===== src/rtl/ahb_pkg.sv =====
// -----------------------------------------------------------------------------
// ahb_pkg
// Shared AHB definitions for the two-master arbiter slice:
//   - htrans_e      : HTRANS encodings (IDLE/BUSY/NONSEQ/SEQ)
//   - mst_idx_t     : master index (one bit, two masters)
//   - addr_phase_t  : one captured address phase (addr + control)
//   - trans_active  : true for NONSEQ/SEQ, i.e. a real transfer request
//   - rr_pick       : two-way round-robin choice, last winner loses ties
// -----------------------------------------------------------------------------
package ahb_pkg;

    typedef enum logic [1:0] {
        HTRANS_IDLE   = 2'b00,
        HTRANS_BUSY   = 2'b01,
        HTRANS_NONSEQ = 2'b10,
        HTRANS_SEQ    = 2'b11
    } htrans_e;

    typedef logic mst_idx_t;

    typedef struct packed {
        logic [31:0] addr;
        htrans_e     trans;
        logic        write;
        logic [2:0]  size;
        logic [2:0]  burst;
        logic [3:0]  prot;
        logic        lock;
    } addr_phase_t;

    function automatic logic trans_active(input htrans_e t);
        return (t == HTRANS_NONSEQ) || (t == HTRANS_SEQ);
    endfunction

    // The master that did not win last time is preferred; with no request
    // at all the bus parks on the given master.
    function automatic mst_idx_t rr_pick(input logic [1:0] req,
                                         input mst_idx_t   last,
                                         input mst_idx_t   park);
        mst_idx_t other;
        other = ~last;
        if (req[other]) begin
            return other;
        end else if (req[last]) begin
            return last;
        end else begin
            return park;
        end
    endfunction

endpackage


===== src/rtl/ahb_input_stage.sv =====
// -----------------------------------------------------------------------------
// ahb_input_stage
// Per-master skid register. When the master believes its address phase was
// accepted (HREADY_Mx=1) but the bus did not take it this cycle, the phase is
// captured here and replayed once the arbiter grants this master.
// Ports:
//   clk_i        : clock
//   rst_i        : synchronous active-high reset (drops any held phase)
//   live_i       : address phase currently driven by the master
//   hready_m_i   : HREADY as seen by this master
//   issue_i      : bus takes this master's selected phase this cycle (HREADY=1)
//   phase_o      : held phase when one is pending, otherwise live_i
//   hold_valid_o : a captured phase is pending
// -----------------------------------------------------------------------------
module ahb_input_stage
    import ahb_pkg::*;
(
    input  logic        clk_i,
    input  logic        rst_i,
    input  addr_phase_t live_i,
    input  logic        hready_m_i,
    input  logic        issue_i,
    output addr_phase_t phase_o,
    output logic        hold_valid_o
);

    addr_phase_t hold_q;
    addr_phase_t hold_d;
    logic        hold_valid_q;
    logic        hold_valid_d;

    // Capture / release decision for the held address phase.
    always_comb begin
        hold_d       = hold_q;
        hold_valid_d = hold_valid_q;
        if (hold_valid_q) begin
            // Live inputs are ignored while a phase is held.
            if (issue_i) begin
                hold_valid_d = 1'b0;
            end else begin
                hold_valid_d = 1'b1;
            end
        end else begin
            if (trans_active(live_i.trans) && hready_m_i && !issue_i) begin
                hold_valid_d = 1'b1;
                hold_d       = live_i;
            end else begin
                hold_valid_d = 1'b0;
            end
        end
    end

    // Held phase registers; reset abandons anything pending.
    always_ff @(posedge clk_i) begin
        if (rst_i) begin
            hold_valid_q <= 1'b0;
            hold_q       <= '0;
        end else begin
            hold_valid_q <= hold_valid_d;
            hold_q       <= hold_d;
        end
    end

    assign phase_o      = hold_valid_q ? hold_q : live_i;
    assign hold_valid_o = hold_valid_q;

endmodule


===== src/rtl/ahb_arbiter.sv =====
// -----------------------------------------------------------------------------
// ahb_arbiter
// Two-master AHB arbiter/multiplexer with a skid stage per master.
// The granted master's address phase passes combinationally to the shared
// bus; a losing master's phase is captured and replayed later.
// Ports:
//   HCLK, HRESET                 : clock, synchronous active-high reset
//   H*_M0 / H*_M1 (inputs)       : master address/control/write data
//   HRDATA_Mx/HREADY_Mx/HRESP_Mx : per-master response
//   HADDR..HWDATA (outputs)      : shared bus toward the interconnect
//   HRDATA/HREADY/HRESP (inputs) : shared bus response
//   HMASTER                      : master owning the current address phase
// -----------------------------------------------------------------------------
module ahb_arbiter
    import ahb_pkg::*;
#(
    parameter int unsigned PARK_MASTER = 0
) (
    input  logic        HCLK,
    input  logic        HRESET,
    input  logic [31:0] HADDR_M0,
    input  logic [31:0] HADDR_M1,
    input  logic [1:0]  HTRANS_M0,
    input  logic [1:0]  HTRANS_M1,
    input  logic        HWRITE_M0,
    input  logic        HWRITE_M1,
    input  logic [2:0]  HSIZE_M0,
    input  logic [2:0]  HSIZE_M1,
    input  logic [2:0]  HBURST_M0,
    input  logic [2:0]  HBURST_M1,
    input  logic [3:0]  HPROT_M0,
    input  logic [3:0]  HPROT_M1,
    input  logic        HMASTLOCK_M0,
    input  logic        HMASTLOCK_M1,
    input  logic [31:0] HWDATA_M0,
    input  logic [31:0] HWDATA_M1,
    output logic [31:0] HRDATA_M0,
    output logic [31:0] HRDATA_M1,
    output logic        HREADY_M0,
    output logic        HREADY_M1,
    output logic        HRESP_M0,
    output logic        HRESP_M1,
    output logic [31:0] HADDR,
    output logic [1:0]  HTRANS,
    output logic        HWRITE,
    output logic [2:0]  HSIZE,
    output logic [2:0]  HBURST,
    output logic [3:0]  HPROT,
    output logic        HMASTLOCK,
    output logic [31:0] HWDATA,
    input  logic [31:0] HRDATA,
    input  logic        HREADY,
    input  logic        HRESP,
    output logic        HMASTER
);

    localparam mst_idx_t PARK_IDX = (PARK_MASTER != 0) ? 1'b1 : 1'b0;

    addr_phase_t live_m0_s;
    addr_phase_t live_m1_s;
    addr_phase_t phase_m0_s;
    addr_phase_t phase_m1_s;
    addr_phase_t bus_phase_s;
    htrans_e     bus_trans_s;
    logic        hold_m0_s;
    logic        hold_m1_s;
    logic [1:0]  req_s;
    logic        issued_s;
    logic        issue_m0_s;
    logic        issue_m1_s;
    logic        keep_s;
    mst_idx_t    eff_last_s;

    mst_idx_t    grant_q;
    mst_idx_t    grant_d;
    mst_idx_t    last_q;
    mst_idx_t    last_d;
    mst_idx_t    dp_owner_q;
    mst_idx_t    dp_owner_d;
    logic        dp_valid_q;
    logic        dp_valid_d;

    assign live_m0_s = '{addr: HADDR_M0, trans: htrans_e'(HTRANS_M0), write: HWRITE_M0,
                         size: HSIZE_M0, burst: HBURST_M0, prot: HPROT_M0, lock: HMASTLOCK_M0};
    assign live_m1_s = '{addr: HADDR_M1, trans: htrans_e'(HTRANS_M1), write: HWRITE_M1,
                         size: HSIZE_M1, burst: HBURST_M1, prot: HPROT_M1, lock: HMASTLOCK_M1};

    ahb_input_stage u_stage_m0 (
        .clk_i        (HCLK),
        .rst_i        (HRESET),
        .live_i       (live_m0_s),
        .hready_m_i   (HREADY_M0),
        .issue_i      (issue_m0_s),
        .phase_o      (phase_m0_s),
        .hold_valid_o (hold_m0_s)
    );

    ahb_input_stage u_stage_m1 (
        .clk_i        (HCLK),
        .rst_i        (HRESET),
        .live_i       (live_m1_s),
        .hready_m_i   (HREADY_M1),
        .issue_i      (issue_m1_s),
        .phase_o      (phase_m1_s),
        .hold_valid_o (hold_m1_s)
    );

    // Address-phase mux: the selected phase is already held-or-live, so its
    // transfer type doubles as the request line.
    always_comb begin
        req_s[0]    = trans_active(phase_m0_s.trans);
        req_s[1]    = trans_active(phase_m1_s.trans);
        bus_phase_s = (grant_q == 1'b1) ? phase_m1_s : phase_m0_s;
        if (HRESET || (req_s == 2'b00)) begin
            bus_trans_s = HTRANS_IDLE;
        end else begin
            bus_trans_s = bus_phase_s.trans;
        end
        issued_s   = trans_active(bus_trans_s);
        issue_m0_s = issued_s && HREADY && (grant_q == 1'b0);
        issue_m1_s = issued_s && HREADY && (grant_q == 1'b1);
    end

    // Arbitration and data-phase tracking, advanced only when HREADY=1.
    always_comb begin
        grant_d    = grant_q;
        last_d     = last_q;
        dp_owner_d = dp_owner_q;
        dp_valid_d = dp_valid_q;
        // A master that issues this cycle becomes the last winner.
        eff_last_s = issued_s ? grant_q : last_q;
        keep_s     = (bus_trans_s == HTRANS_SEQ) || (issued_s && bus_phase_s.lock);
        if (HREADY) begin
            last_d     = eff_last_s;
            dp_owner_d = grant_q;
            dp_valid_d = issued_s;
            if (keep_s) begin
                grant_d = grant_q;
            end else begin
                grant_d = rr_pick(req_s, eff_last_s, PARK_IDX);
            end
        end else begin
            grant_d = grant_q;
        end
    end

    // Arbiter state; last_q=1 after reset makes M0 win the first tie.
    always_ff @(posedge HCLK) begin
        if (HRESET) begin
            grant_q    <= PARK_IDX;
            last_q     <= 1'b1;
            dp_owner_q <= PARK_IDX;
            dp_valid_q <= 1'b0;
        end else begin
            grant_q    <= grant_d;
            last_q     <= last_d;
            dp_owner_q <= dp_owner_d;
            dp_valid_q <= dp_valid_d;
        end
    end

    // Per-master response: data-phase owner sees the bus, a master with a
    // pending held phase is stalled, everyone else sees ready.
    always_comb begin
        HREADY_M0 = 1'b1;
        HREADY_M1 = 1'b1;
        HRESP_M0  = 1'b0;
        HRESP_M1  = 1'b0;
        if (HRESET) begin
            HREADY_M0 = 1'b1;
            HREADY_M1 = 1'b1;
        end else begin
            if (dp_valid_q && (dp_owner_q == 1'b0)) begin
                HREADY_M0 = HREADY;
                HRESP_M0  = HRESP;
            end else if (hold_m0_s) begin
                HREADY_M0 = 1'b0;
            end else begin
                HREADY_M0 = 1'b1;
            end
            if (dp_valid_q && (dp_owner_q == 1'b1)) begin
                HREADY_M1 = HREADY;
                HRESP_M1  = HRESP;
            end else if (hold_m1_s) begin
                HREADY_M1 = 1'b0;
            end else begin
                HREADY_M1 = 1'b1;
            end
        end
    end

    assign HADDR     = bus_phase_s.addr;
    assign HTRANS    = bus_trans_s;
    assign HWRITE    = bus_phase_s.write;
    assign HSIZE     = bus_phase_s.size;
    assign HBURST    = bus_phase_s.burst;
    assign HPROT     = bus_phase_s.prot;
    assign HMASTLOCK = bus_phase_s.lock;
    assign HMASTER   = HRESET ? PARK_IDX : grant_q;
    assign HWDATA    = (dp_owner_q == 1'b1) ? HWDATA_M1 : HWDATA_M0;
    assign HRDATA_M0 = HRDATA;
    assign HRDATA_M1 = HRDATA;

endmodule


===== config.mk =====
export PLATFORM = sky130hd
export DESIGN_NAME = ahb_arbiter
export DESIGN_NICKNAME = d
export VERILOG_FILES = /design/src/rtl/ahb_pkg.sv /design/src/rtl/ahb_input_stage.sv /design/src/rtl/ahb_arbiter.sv
export SDC_FILE = /design/constraint.sdc
export NUM_CORES = 1
export LEC_CHECK = 0
export ABC_CLOCK_PERIOD_IN_PS = 2050
export BUFFER_PORTS_ARGS = -buffer_cell sky130_fd_sc_hd__buf_2
export CAP_MARGIN = 20
export CORE_AREA = 4 4 130 132
export CTS_CLUSTER_SIZE = 28
export DETAILED_ROUTE_END_ITERATION = 16
export DIE_AREA = 0 0 134 136
export PLACE_DENSITY = 0.7
export SYNTH_ARGS = -nofsm -noshare
export SYNTH_HDL_FRONTEND = slang
export SYNTH_SLANG_ARGS = --single-unit

===== constraint.sdc =====
create_clock -name HCLK -period 2.05 [get_ports HCLK]
set_input_delay 0.1025 -clock HCLK [delete_from_list [all_inputs] [get_ports HCLK]]
set_output_delay 0.1025 -clock HCLK [all_outputs]
set_load 0.01 [all_outputs]

Word-level counts from Yosys, hierarchy flattened
Cells that the tools add are included.

Flip-flop bits (word level): 98. Latch bits: 0. Bits in writable memories: 0. ROM bits: 0. Output and inout bits: 147. Word-level logic and storage cells: 90. Memories: 0.

Add/sub/neg operators: 0. $mul: 0. Div/mod/pow operators: 0. $lt $le $gt $ge: 2. Equality and inequality tests: 10. Shift operators: 0. Mux-type cells: 29. Bitwise operators: 6. Reductions and logical operators: 23.

Operators by type and width (number): $mux 46 (3); $mux 32 (1); $mux 1 (24); $eq 2x2->1 const B (10); $logic_and 1x1->1 (10); $logic_or 1x1->1 (7); $not 1->1 (6); $reduce_and 2->1 (3); $lt 1x2->1 const B (2); $logic_not 1->1 (2); $logic_not 2->1 (1); $mux 2 (1).

Logic depth before layout (Yosys ltp)
Gate-level depths: netlist (run 1).

Word-level depth: 14. Depth in mapped cells: 8. Gate-level depth less buffers: 5.

Modules after synthesis
A second synthesis (run 1) with hierarchy kept.

Cells, all modules: 690. Area, all modules: 6975.4 um^2.

By module, submodules not included: ahb_input_stage (times used 2, cells each 254, area an instance 2633.8 um^2); ahb_arbiter (times used 1, cells each 182, area an instance 1707.9 um^2).

Least setup slack after synthesis (run 1)
No wires, ideal clock.

Path kind: reg2reg. Start: register u_stage_m1.hold_valid_q (netlist: u_stage_m1.hold_valid_o). End: register grant_q. Setup time: 0.123 ns. Arrival time: 1.555 ns. Data required time: 1.927 ns. Path slack: 0.372 ns. Cell stages (with the launch flop): 6. Path through: dfxtp_1 > nor2b_2 > a21oi_1 > a211oi_1 > o22ai_1 > mux2_1.

Word-level cells in the longest chain between the ends: 13. Elaborated cells between the ends (all ways): 23. Those cells by class: 4 x eq/ne; 10 x mux; 2 x bitwise; 7 x reduce/logical.

RTL lines: start: declaration (line ahb_input_stage.sv:29) `logic hold_valid_q;`; start signal: assignment (line ahb_input_stage.sv:59) `hold_valid_q <= hold_valid_d;`; $mux 46 * (line ahb_input_stage.sv:64) `assign phase_o = hold_valid_q ? hold_q : live_i;`; $eq 2x2->1 (line ahb_pkg.sv:32) `return (t == HTRANS_NONSEQ) || (t == HTRANS_SEQ);`; $logic_or 1x1->1 (line ahb_pkg.sv:32); $logic_not 2->1 (line ahb_arbiter.sv:114) `if (HRESET || (req_s == 2'b00)) begin`; $logic_or 1x1->1 (line ahb_arbiter.sv:114); $mux 2 * (line ahb_arbiter.sv:114); net HTRANS[1] (line ahb_arbiter.sv:44) `output logic [1:0] HTRANS,`; $eq 2x2->1, on equally long branches (line ahb_pkg.sv:32, ahb_arbiter.sv:132); $logic_or 1x1->1 (line ahb_pkg.sv:32); $mux 1 (line ahb_arbiter.sv:131) `eff_last_s = issued_s ? grant_q : last_q;`; $mux 1 (not written as such) (2 in series) (line ahb_pkg.sv:44) `end else if (req[last]) begin`; $mux 1 (line ahb_pkg.sv:44); $mux 1 (line ahb_pkg.sv:42) `if (req[other]) begin`; end signal: assignment (line ahb_arbiter.sv:155) `grant_q <= grant_d;`; end: declaration (line ahb_arbiter.sv:74) `mst_idx_t grant_q;`.

Mark *: on every way through the listed nets, which the timed path passes. The rest lies on a longest branch. The select of a mux whose other input is x is not followed. A chain may end at the register's enable or synchronous reset.

Worst setup path in the final report (run 1)
Start: register u_stage_m1.hold_valid_q (netlist: u_stage_m1.hold_valid_o). End: output HADDR[22].

Word-level cells in the longest chain between the ends: 2.

RTL lines: $mux 46 (line ahb_input_stage.sv:64); $mux 46 (line ahb_arbiter.sv:113) `bus_phase_s = (grant_q == 1'b1) ? phase_m1_s : phase_m0_s;`; end: declaration (line ahb_arbiter.sv:43) `output logic [31:0] HADDR,`.

Every way passes these cells.

==> out/results.tsv, run 1 <==
metric	value	unit
status	finished, final reports clean	
setup-tns-final	0	ps
synth_top_cell_area_share	33.05	%
setup_ws	54.59	ps
layout-area-overhead-vs-synth	32.54	%
cell_types_occupying_the_most_area_after_synthesis	dfxtp_1 33%, nand2_1 12%, a21oi_1 11%, buf_4 9.1%, mux2i_1 7.7%	
final_non_filler_cell_total	1190	
detail_route.wirelength	20.57	mm
core_area	15710	um2
fp.dieArea	18220	um2
preCtsSetupSlack	263.2	ps
finalSetupViolations	0	
vias	5922	
grt_antenna_before_repair	0	
final_period_minus_worst_setup_slack	1995	ps
synthesis.instances	754	
mapped_cell_area	5876	um2
first_global_vias	5678	
synth.cells.most_frequent	188 x nand2_1, 129 x a21oi_1, 97 x dfxtp_1	
rsz0062_at_grt	no	
floorplan.io_pins	339	
largest_family_of_logic_cells_by_synthesized_area	compound AO/OA/AOI/OAI gates	
synth.ff_latch_count	97	
ctsHtreeMaxLevel	3	
number_of_library_cell_types_mapped_by_synthesis	36	
ys_dominant_reg_cell	dfxtp_1	
hold_path_depth	3	
timing.max_slew.rel_slack	62.28	%
drive_above_1_share	32.65	%
tritoncts_num_sinks	97	
initial_utilization	37.39	%
power-per-cell-area	683.8	nW/um2
cts_tree	yes	
place.detailed.hpwl	14.69	mm
drt_first_pass_iters	5	
ys_seq_area_share	33.05	%
fmax	0.5012	GHz
rr_worst_depth	5	
worst_skew_pair.late_latency	350	ps
grt_pass1_wl	30.71	mm
drc_errors	0	
drt_iter0_drc	210	
globalRouteTotalUtil	21.62	%
route.detailed.vias_per_inst	4.976	
r2r_setup_slack	220	ps
synth_largest_area_cell	dfxtp_1	
critical_path.max_fanout	19	
worstPathArrival	1890	ps
io_buffers	242	
diodes	0	
period_utilization_post_route	97.34	%
worstSetupPathType	flop to output port	
synth-compound-area-share	20.36	%
synthMostInstantiatedCell	nand2_1	
fp-row-count	46	
global_route.overflow_total	0	
cts_root_buffer	clkbuf_16	
post_synth_xor_area_fraction	0	%
cp-end-kind	output port	
min_path_type	input port to flop	
p_leak	3.314	nW
tightestPinTransition	562.5	ps
cts_bufs_inserted	9	
final_max_slew_viol_count	0	
grt_start_max_net_pins	93	
yosys_warnings	0	
die_w	134	um
crit_required	1950	ps
drt.antenna.violating_nets	0	
irDropWorstVdd	0.0003812	V
fin_nets	1162	
clock_transition_at_the_registers_of_the_reported_paths	70	ps
clk_path_buf_depth	2	
postSynth.asyncResetShare	0	%
timing.critical_path.from_type	flop	
synthAdderAreaFrac	0	%
yosys.area_share.simple	18.31	%
syn_avg_cell_area	7.793	um2
gp_congestion	0.7988	
drv.max_cap_violation_count	0	
wl_per_cell	17.29	um
dieHeight	136	um
synth_edf_count	0	
final-hold-violation-count	0	
finalClockSkew	6.705	ps
syn-num-nets	946	
post-place-cells	1105	
hold-worst-slack	7.491	ps
synth.area.mux_share	14.69	%
[worst max-delay path: stages, from the launching register on]
cell and delay (ps):
dfxtp_4 380, buf_4 240, buf_4 380, mux2i_1 120, a21oi_1 240, buf_2 180
[power breakdown]
part / switching (mW) / internal [mW] / total (mW)
Sequential: 0.0783 / 2.01 / 2.09
Combinational: 0.861 / 0.707 / 1.57
Clock: 0.733 / 0.935 / 1.67
[cell families after synthesis]
group,after synthesis
buffers and inverters,128
and+or+nand+nor,249
muxes,81
DFF,97
AOI/OAI and AO/OA,199
[final cells by class]
cell class	instances	area, um2
fillers	1562	7925
flip-flops and latches	97	1954
clock inverters	4	45.04
clock buffers	11	232.7
repair buffers	329	2125
multi-input cells	529	3146
inverters	4	15.01
well taps	216	270.3
[through the flow]
step / utilization, % / cell area, um2 / total power [mW]
2_1_floorplan: - / 5876 / 3.112
3_3_place_gp: 43.29 / 6802 / 3.572
3_5_place_dp: 43.29 / 6802 / 3.587
4_1_cts: 49.54 / 7784 / 5.378
5_1_grt: 49.56 / 7787 / 5.603
6_report: 49.56 / 7787 / 5.325
[repair_timing]
action | CTS | global route
hold buffers | 70 | 0
endpoints found under the hold margin | 70 | 0
gates cloned | 0 | 0
setup buffers | 0 | 0
resized for setup | 1 | 1
endpoints found under the setup margin | 2 | 12
[placed cells by master (no fill, tap or decap), types with 9 or more instances in the layout]
| master | Yosys | layout |
|---|---|---|
| nor2b_1 | 45 | 45 |
| buf_4 | 71 | 10 |
| dlygate4sd3_1 | 0 | 70 |
| mux2_1 | 10 | 10 |
| dfxtp_1 | 97 | 93 |
| buf_2 | 17 | 241 |
| mux2i_1 | 45 | 45 |
| a21oi_2 | 9 | 9 |
| a211oi_1 | 46 | 46 |
| nand2_1 | 188 | 188 |
| a21oi_1 | 129 | 129 |
| clkbuf_16 | 0 | 9 |
| mux2_2 | 24 | 24 |
[flip-flops by register name, summed over array words and instances (netlist names)]
| signal | flops |
|---|---|
| u_stage_m1.hold_valid_o | 1 |
| grant_q | 1 |
| u_stage_m0.hold_q | 46 |
| u_stage_m1.hold_q | 46 |
| dp_valid_q | 1 |
| dp_owner_q | 1 |
| u_stage_m0.hold_valid_o | 1 |
[final timing paths]
path | end | startpoint
hold reg to reg | u_stage_m0.hold_q[0] | u_stage_m0.hold_q[0]
setup reg to reg | grant_q | u_stage_m1.hold_valid_o
setup / recovery | HADDR[22] | u_stage_m1.hold_valid_o
hold / removal | u_stage_m0.hold_q[23] | HADDR_M0[9]
[layer usage]
layer	vias to the layer above	GRT usage, %	routed length, um
met1	2745	25.89	8663
met5	-	0	0
li1	2933	-	-
met3	59	5.551	1374
met2	185	36.52	9867
met4	0	9.829	669
(Power assumes the default switching activity.)
==> run 2: changes to the inputs <==
--- a/config.mk
+++ b/config.mk
@@ -5,14 +5,15 @@
 export SDC_FILE = /design/constraint.sdc
 export NUM_CORES = 1
 export LEC_CHECK = 0
+export ABC_AREA = 1
 export ABC_CLOCK_PERIOD_IN_PS = 2050
 export BUFFER_PORTS_ARGS = -buffer_cell sky130_fd_sc_hd__buf_2
 export CAP_MARGIN = 20
-export CORE_AREA = 4 4 130 132
+export CORE_AREA = 2 2 131 133
 export CTS_CLUSTER_SIZE = 28
 export DETAILED_ROUTE_END_ITERATION = 16
-export DIE_AREA = 0 0 134 136
-export PLACE_DENSITY = 0.7
+export DIE_AREA = 0 0 133 135
+export PLACE_DENSITY = 0.66
 export SYNTH_ARGS = -nofsm -noshare
 export SYNTH_HDL_FRONTEND = slang
 export SYNTH_SLANG_ARGS = --single-unit
==> run 2 against run 1 <==
Against the previous run:
- critical path type unchanged
- highest routed layer is now met5
- combinational power grew 10%
- sequential share of layout area rose by 3.6 points
- sequential cell count increased by 1
- synthesized area decreased by 3.5%
==> out/results.tsv, run 2 <==
metric	value	unit	change
status	finished, final reports clean		
syn_avg_cell_area	6.371	um2	-18%
synth_edf_count	0		unchanged
drt_first_pass_iters	4		-1
globalRouteTotalUtil	21.39	%	-0.24 points
rsz0062_at_grt	no		
cts_tree	yes		
r2r_setup_slack	260	ps	+40 ps
worst_skew_pair.late_latency	350	ps	about the same
cts_root_buffer	clkbuf_16		
ctsHtreeMaxLevel	3		unchanged
multiInputGateArea	2848	um2	-9.5%
clock_transition_at_the_registers_of_the_reported_paths	70	ps	about the same
power-per-cell-area	817.4	nW/um2	+20%
route.detailed.vias_per_inst	4.938		-0.77%
timing.critical_path.from_type	flop		
finalClockSkew	4.914	ps	-1.792 ps
setup-tns-final	0	ps	unchanged
drive_above_1_share	28.53	%	-4.1 points
hold_path_depth	3		unchanged
internal-power	3.705	mW	+1.4%
final_core_util	41.71	%	-7.9 points
synth-compound-area-share	21.45	%	+1.1 points
final_period_minus_worst_setup_slack	1884	ps	-111.9 ps
ys_seq_area_share	34.60	%	+1.5 points
vias	6237		+5.3%
synthesis.instances	890		+18%
synth.ff_latch_count	98		+1.0%
crit_required	1950	ps	about the same
yosys_warnings	0		unchanged
reg_top3	u_stage_m0.hold_q: 46 flops, u_stage_m1.hold_q: 46 flops		
wl_per_cell	15.55	um	-10%
p_leak	3.289	nW	-0.76%
switching_power	1.888	mW	+13%
crit_slowest_cell	buf_4		
cts_bufs_inserted	9		unchanged
cp_cell_sequence	buf_4 > o21ai_0 > o22ai_1 > buf_2		
drt.antenna.violating_nets	0		unchanged
grt_most_used_layer	met2		
synth_top_cell_area_share	34.60	%	+1.5 points
final-hold-violation-count	0		unchanged
dieHeight	135	um	-0.74%
global_route.overflow_total	0		unchanged
largest_family_of_logic_cells_by_synthesized_area	simple AND/OR/NAND/NOR gates		
tightestPinTransition	537.7	ps	-24.72 ps
min_path_type	input port to flop		
detail_route.wirelength	19.64	mm	-4.5%
final-seq-area	1966	um2	+0.58%
finalSetupViolations	0		unchanged
final_common_cell	nor2_1		
rr_endpoint	u_stage_m1.hold_q[6]		
syn-num-nets	1082		+14%
die_w	133	um	-0.75%
io_buffers	242		unchanged
gp_congestion	0.7760		-2.9%
power.share.sequential	39.8	%	+0.6 points
hold-worst-slack	12.89	ps	+5.394 ps
ys_dominant_reg_cell	dfxtp_1		
mapped_cell_area	5670	um2	-3.5%
first_global_vias	5618		-1.1%
hold_path_startpoint	HADDR_M0[14]		
grt_antenna_before_repair	3		+3
layout.cells.most_common_list	277 x nor2_1, 242 x buf_2, 162 x o21ai_0		
initial_utilization	34.56	%	-2.8 points
clk_path_buf_depth	2		unchanged
layout-area-overhead-vs-synth	20.68	%	
drv.max_cap_violation_count	0		unchanged
cp.buffers_inverters	2		-1
synth.cells.most_frequent	277 x nor2_1, 162 x o21ai_0, 122 x nand2_1		
gr-usage-met3	6.081	%	+0.53 points
synthAdderAreaFrac	0	%	unchanged
drt_iter0_drc	419		+100%
grt_pass1_wl	30.27	mm	-1.4%
worstPathArrival	1780	ps	-110 ps
critical_path.max_fanout	45		+26
rr_worst_depth	6		+1
grt_start_max_net_pins	50		-46%
postSynth.asyncResetShare	0	%	unchanged
clock_network_fraction_of_design_power	29.2	%	-2.1 points
synth_largest_area_cell	dfxtp_1		
worstReg2RegStart	grant_q		
tritoncts_num_sinks	98		+1.0%
power.combinational.fraction	31.0	%	+1.6 points
switching_share	33.76	%	+2.3 points
yosys.area_share.simple	28.77	%	+10 points
final_max_slew_viol_count	0		unchanged
irDropWorstVdd	0.0004046	V	+6.1%
cp-end-kind	output port		
cell_types_occupying_the_most_area_after_synthesis	dfxtp_1 35%, nor2_1 18%, o21ai_0 14%, buf_4 9.4%, nand2_1 8.1%		
worstSetupPathType	flop to output port		
period_utilization_post_route	91.88	%	-5.5 points
place.detailed.hpwl	13.50	mm	-8.1%
globalRouteMet1Util	27.91	%	+2.0 points
n_fill_cell	1812		+16%
post_synth_xor_area_fraction	0	%	unchanged
fp.dieArea	17960	um2	-1.5%
core_area	16410	um2	+4.4%
synthMostInstantiatedCell	nor2_1		
fmax	0.5309	GHz	+5.9%
cts_setup_buffers	0		unchanged
grt.met2_usage	34.08	%	-2.4 points
synth.area.mux_share	0	%	-15 points
timing.critical_path.max_delay_family	buffers and inverters		
whs_endpoint	u_stage_m0.hold_q[28]		
fin_nets	1231		+5.9%
slowest_delay	460	ps	+80 ps
fp-row-count	47		+2.2%
drc_errors	0		unchanged
floorplan.io_pins	339		unchanged
timing.max_slew.rel_slack	64.15	%	+1.9 points
number_of_library_cell_types_mapped_by_synthesis	25		-31%
## run 2: cell count changes after synthesis, sizes merged, moves of 10 or more
cell	change
nor2	+270
o21ai	+174
a21oi	-132
nand2	-58
a211oi	-47
nor2b	-46
mux2i	-45
o22ai	+42
mux2	-36
clkbuf	+21
buf	-17
inv	+10
## run 2: power by group through the flow
stage	Clock, mW	Sequential [mW]	Combinational [mW]
floorplan	0	2.24	1.20
global placement	0	2.26	1.72
detailed placement	0	2.27	1.73
CTS	1.69	2.23	1.74
global route	1.76	2.25	1.94
finish	1.63	2.23	1.73
## run 2: worst max path at each step
stage          slack [ps]  cells past startpoint                     from               endpoint
6_report              170                      4                  grant_q               HPROT[2]
5_1_grt                60                      7  u_stage_m0.hold_valid_o              HMASTLOCK
4_1_cts               140                      7                  grant_q              HTRANS[0]
3_3_place_gp          240                     10  u_stage_m0.hold_valid_o   u_stage_m0.hold_q[9]
2_1_floorplan         570                      8               dp_owner_q   u_stage_m1.hold_q[0]
3_5_place_dp          200                     10  u_stage_m1.hold_valid_o  u_stage_m0.hold_q[18]
## run 2: logic make-up (layout without fill, tap and decap cells)
logic type / after synthesis / count (layout)
AO/OA/AOI/OAI: 231 / 231
other: 0 / 2
AND/OR/NAND/NOR: 419 / 419
flip-flops: 98 / 98
buffers and inverters: 142 / 293
## run 2: per-stage QoR
| step | area (um2) | power [mW] | instances | setup WS [ps] |
|---|---|---|---|---|
| after detailed placement | 6523 | 3.998 | 1244 | 196.2 |
| after floorplan | 5670 | 3.438 | 890 | 574.7 |
| final | 6843 | 5.593 | 1263 | 166.4 |
| after CTS | 6835 | 5.660 | 1261 | 137.8 |
| after global routing | 6838 | 5.951 | 1261 | 57.08 |
| after global placement | 6523 | 3.985 | 1244 | 242.8 |
## run 2: cell type report
type / count / area share (%)
Antenna cell: 2 / 0.07314
Tap cell: 220 / 4.023
Multi-Input combinational cell: 650 / 41.62
Clock inverter: 3 / 0.6400
Inverter: 14 / 0.9142
Sequential cell: 98 / 28.73
Timing Repair Buffer: 266 / 20.66
Clock buffer: 10 / 3.346
## run 2: timing repair
action | in CTS | in global routing
hold buffers | 4 | 0
resized for setup | 0 | 2
endpoints found under the setup margin | 0 | 1
hold endpoints to repair | 4 | 0
## run 2: metal layers
layer / routed length (um) / share of wire, % / vias up
li1: - / - / 3127
met1: 8625 / 44 / 2775
met2: 8826 / 45 / 291
met3: 1739 / 8.9 / 42
met4: 437 / 2.2 / 2
met5: 11 / 0.056 / -
## run 2: tightest hold or removal path, delay by kind of cell
kind                   cells  cell delay [ps]
buffers and inverters      1               90
and+or+nand+nor            1               70
AOI/OAI and AO/OA          1               60
==> run 3: changes to the inputs <==
--- a/config.mk
+++ b/config.mk
@@ -5,15 +5,14 @@
 export SDC_FILE = /design/constraint.sdc
 export NUM_CORES = 1
 export LEC_CHECK = 0
-export ABC_AREA = 1
 export ABC_CLOCK_PERIOD_IN_PS = 2050
 export BUFFER_PORTS_ARGS = -buffer_cell sky130_fd_sc_hd__buf_2
 export CAP_MARGIN = 20
-export CORE_AREA = 2 2 131 133
+export CORE_ASPECT_RATIO = 1.25
+export CORE_UTILIZATION = 32
 export CTS_CLUSTER_SIZE = 28
 export DETAILED_ROUTE_END_ITERATION = 16
-export DIE_AREA = 0 0 133 135
-export PLACE_DENSITY = 0.66
+export PLACE_DENSITY = 0.62
 export SYNTH_ARGS = -nofsm -noshare
 export SYNTH_HDL_FRONTEND = slang
 export SYNTH_SLANG_ARGS = --single-unit
==> run 3 against run 2 <==
Against the previous run:
- register-to-register slack lost 60 ps
- die area is 5.3% higher
- worst setup slack gained 18 ps
- sequential cell count down 1
- design area is 13% higher
- maximum frequency is 0.94% higher
- critical path type unchanged
- clock power is 12% higher
- total power decreased by 3.2%
==> out/results.tsv, run 3 (synthesis results as in run 1) <==
metric	value	unit	change
status	finished, final reports clean		
reg_top3	u_stage_m0.hold_q: 46 flops, u_stage_m1.hold_q: 46 flops		
layout-area-overhead-vs-synth	31.07	%	
final_period_minus_worst_setup_slack	1866	ps	-17.57 ps
timing.critical_path.from_type	flop		
cts_bufs_inserted	9		unchanged
clk_path_buf_depth	2		unchanged
drive_above_1_share	33.20	%	+4.7 points
crit_required	1950	ps	about the same
drc_errors	0		unchanged
cts_root_buffer	clkbuf_16		
cp-end-kind	output port		
p_leak	3.268	nW	-0.65%
n_fill_cell	1899		+4.8%
period_utilization_post_route	91.02	%	-0.86 points
globalRouteTotalUtil	19.28	%	-2.1 points
drt_iter0_drc	243		-42%
floorplan.io_pins	339		unchanged
die_w	123.2	um	-7.4%
final_common_cell	buf_2		
wl_per_cell	15.38	um	-1.1%
post-place-cells	1117		-10%
ctsHtreeMaxLevel	3		unchanged
fp-row-count	55		+17%
vias	5821		-6.7%
drt_first_pass_iters	4		unchanged
drv.max_cap_violation_count	0		unchanged
worstSetupPathType	flop to output port		
grt_start_max_net_pins	61		+22%
final-hold-violation-count	0		unchanged
cts_tree	yes		
irDropWorstVdd	0.0003495	V	-14%
global_route.overflow_total	0		unchanged
core_area	18030	um2	+9.9%
finalSetupViolations	0		unchanged
rsz0062_at_grt	no		
fp.dieArea	18910	um2	+5.3%
place.detailed.hpwl	13.18	mm	-2.4%
clock_transition_at_the_registers_of_the_reported_paths	70	ps	about the same
fmax	0.5359	GHz	+0.94%
worstPathArrival	1760	ps	-20 ps
setup_ws	184.0	ps	+17.57 ps
layout.cells.most_common_list	241 x buf_2, 188 x nand2_1, 129 x a21oi_1		
grt_antenna_before_repair	6		+3
finalClockSkew	6.530	ps	+1.616 ps
min_path_type	input port to flop		
dieHeight	153.5	um	+14%
fin_nets	1151		-6.5%
tritoncts_num_sinks	97		-1.0%
detail_route.wirelength	18.38	mm	-6.4%
initial_utilization	32.59	%	-2.0 points
timing.max_slew.rel_slack	54.46	%	-9.7 points
final_non_filler_cell_total	1195		-5.4%
io_buffers	242		unchanged
first_global_vias	5536		-1.5%
fin_total_pwr	5.415	mW	-3.2%
drt.antenna.violating_nets	0		unchanged
final_max_slew_viol_count	0		unchanged
critical_path.max_fanout	6		-87%
power-per-cell-area	703.1	nW/um2	-14%
tightestPinTransition	683.2	ps	+145.4 ps
worst_skew_pair.late_latency	340	ps	about the same
preCtsSetupSlack	236.5	ps	+40.32 ps
setup-tns-final	0	ps	unchanged
route.detailed.vias_per_inst	4.871		-1.4%
grt_pass1_wl	28.55	mm	-5.7%
gp_congestion	0.7916		+2.0%
run 3: worst paths after layout:
| check | startpoint | end | slack, ps | depth (start not counted) |
|---|---|---|---|---|
| worst max-delay path | u_stage_m1.hold_valid_o | HTRANS[1] | 180 | 4 |
| worst max register to register | dp_owner_q | u_stage_m0.hold_q[35] | 200 | 6 |
| worst min register to register | u_stage_m1.hold_q[20] | u_stage_m1.hold_q[20] | 450 | 2 |
| worst min-delay path | HADDR_M0[21] | u_stage_m0.hold_q[35] | 10 | 3 |
run 3: per-stage QoR:
stage | hold WS, ps | instance area (um2) | util (%)
after floorplan | 238.5 | 5876 | -
after global placement | 205.1 | 6779 | 37.60
after detailed placement | 205.1 | 6779 | 37.60
after CTS | 0.3188 | 7690 | 42.65
after global routing | 5.322 | 7699 | 42.70
final | 12.18 | 7701 | 42.71
run 3: worst max-delay path: stages (launching register included):
cell and delay [ps]:
dfxtp_4 370, nor2b_2 210, a21oi_1 110, a211oi_1 500, buf_2 240
run 3: metal layers:
layer	track usage, %	up-vias	wire length [um]	part of all wire, %
met4	9.925	4	797	4.3
met1	22.96	2656	7437	40
li1	-	2917	-	-
met3	3.635	77	1044	5.7
met2	32.46	167	9072	49
met5	0	-	27	0.15
run 3: power by group:
group	total (mW)	switching, mW	leakage (nW)	internal, mW
clock	1.83	0.750	0.153	1.08
combinational	1.51	0.829	2.32	0.677
sequential	2.08	0.0730	0.799	2.01
run 3: cell type report:
cell class / instances / area (um2) / share of cell area, %
inverter: 4 / 15.01 / 0.1950
clock inverter: 6 / 91.34 / 1.186
clock buffer: 10 / 229.0 / 2.973
tap: 228 / 285.3 / 3.704
multi-input combinational: 529 / 3146 / 40.84
timing repair buffer: 318 / 1973 / 25.62
antenna: 3 / 7.507 / 0.09748
sequential: 97 / 1954 / 25.38
run 3: timing repair:
item                                   4_1_cts  5_1_grt
hold buffers                                59        0
setup buffers                                0        0
resized for setup                            0        1
endpoints found under the hold margin       59        0
setup endpoints to repair                    0        2
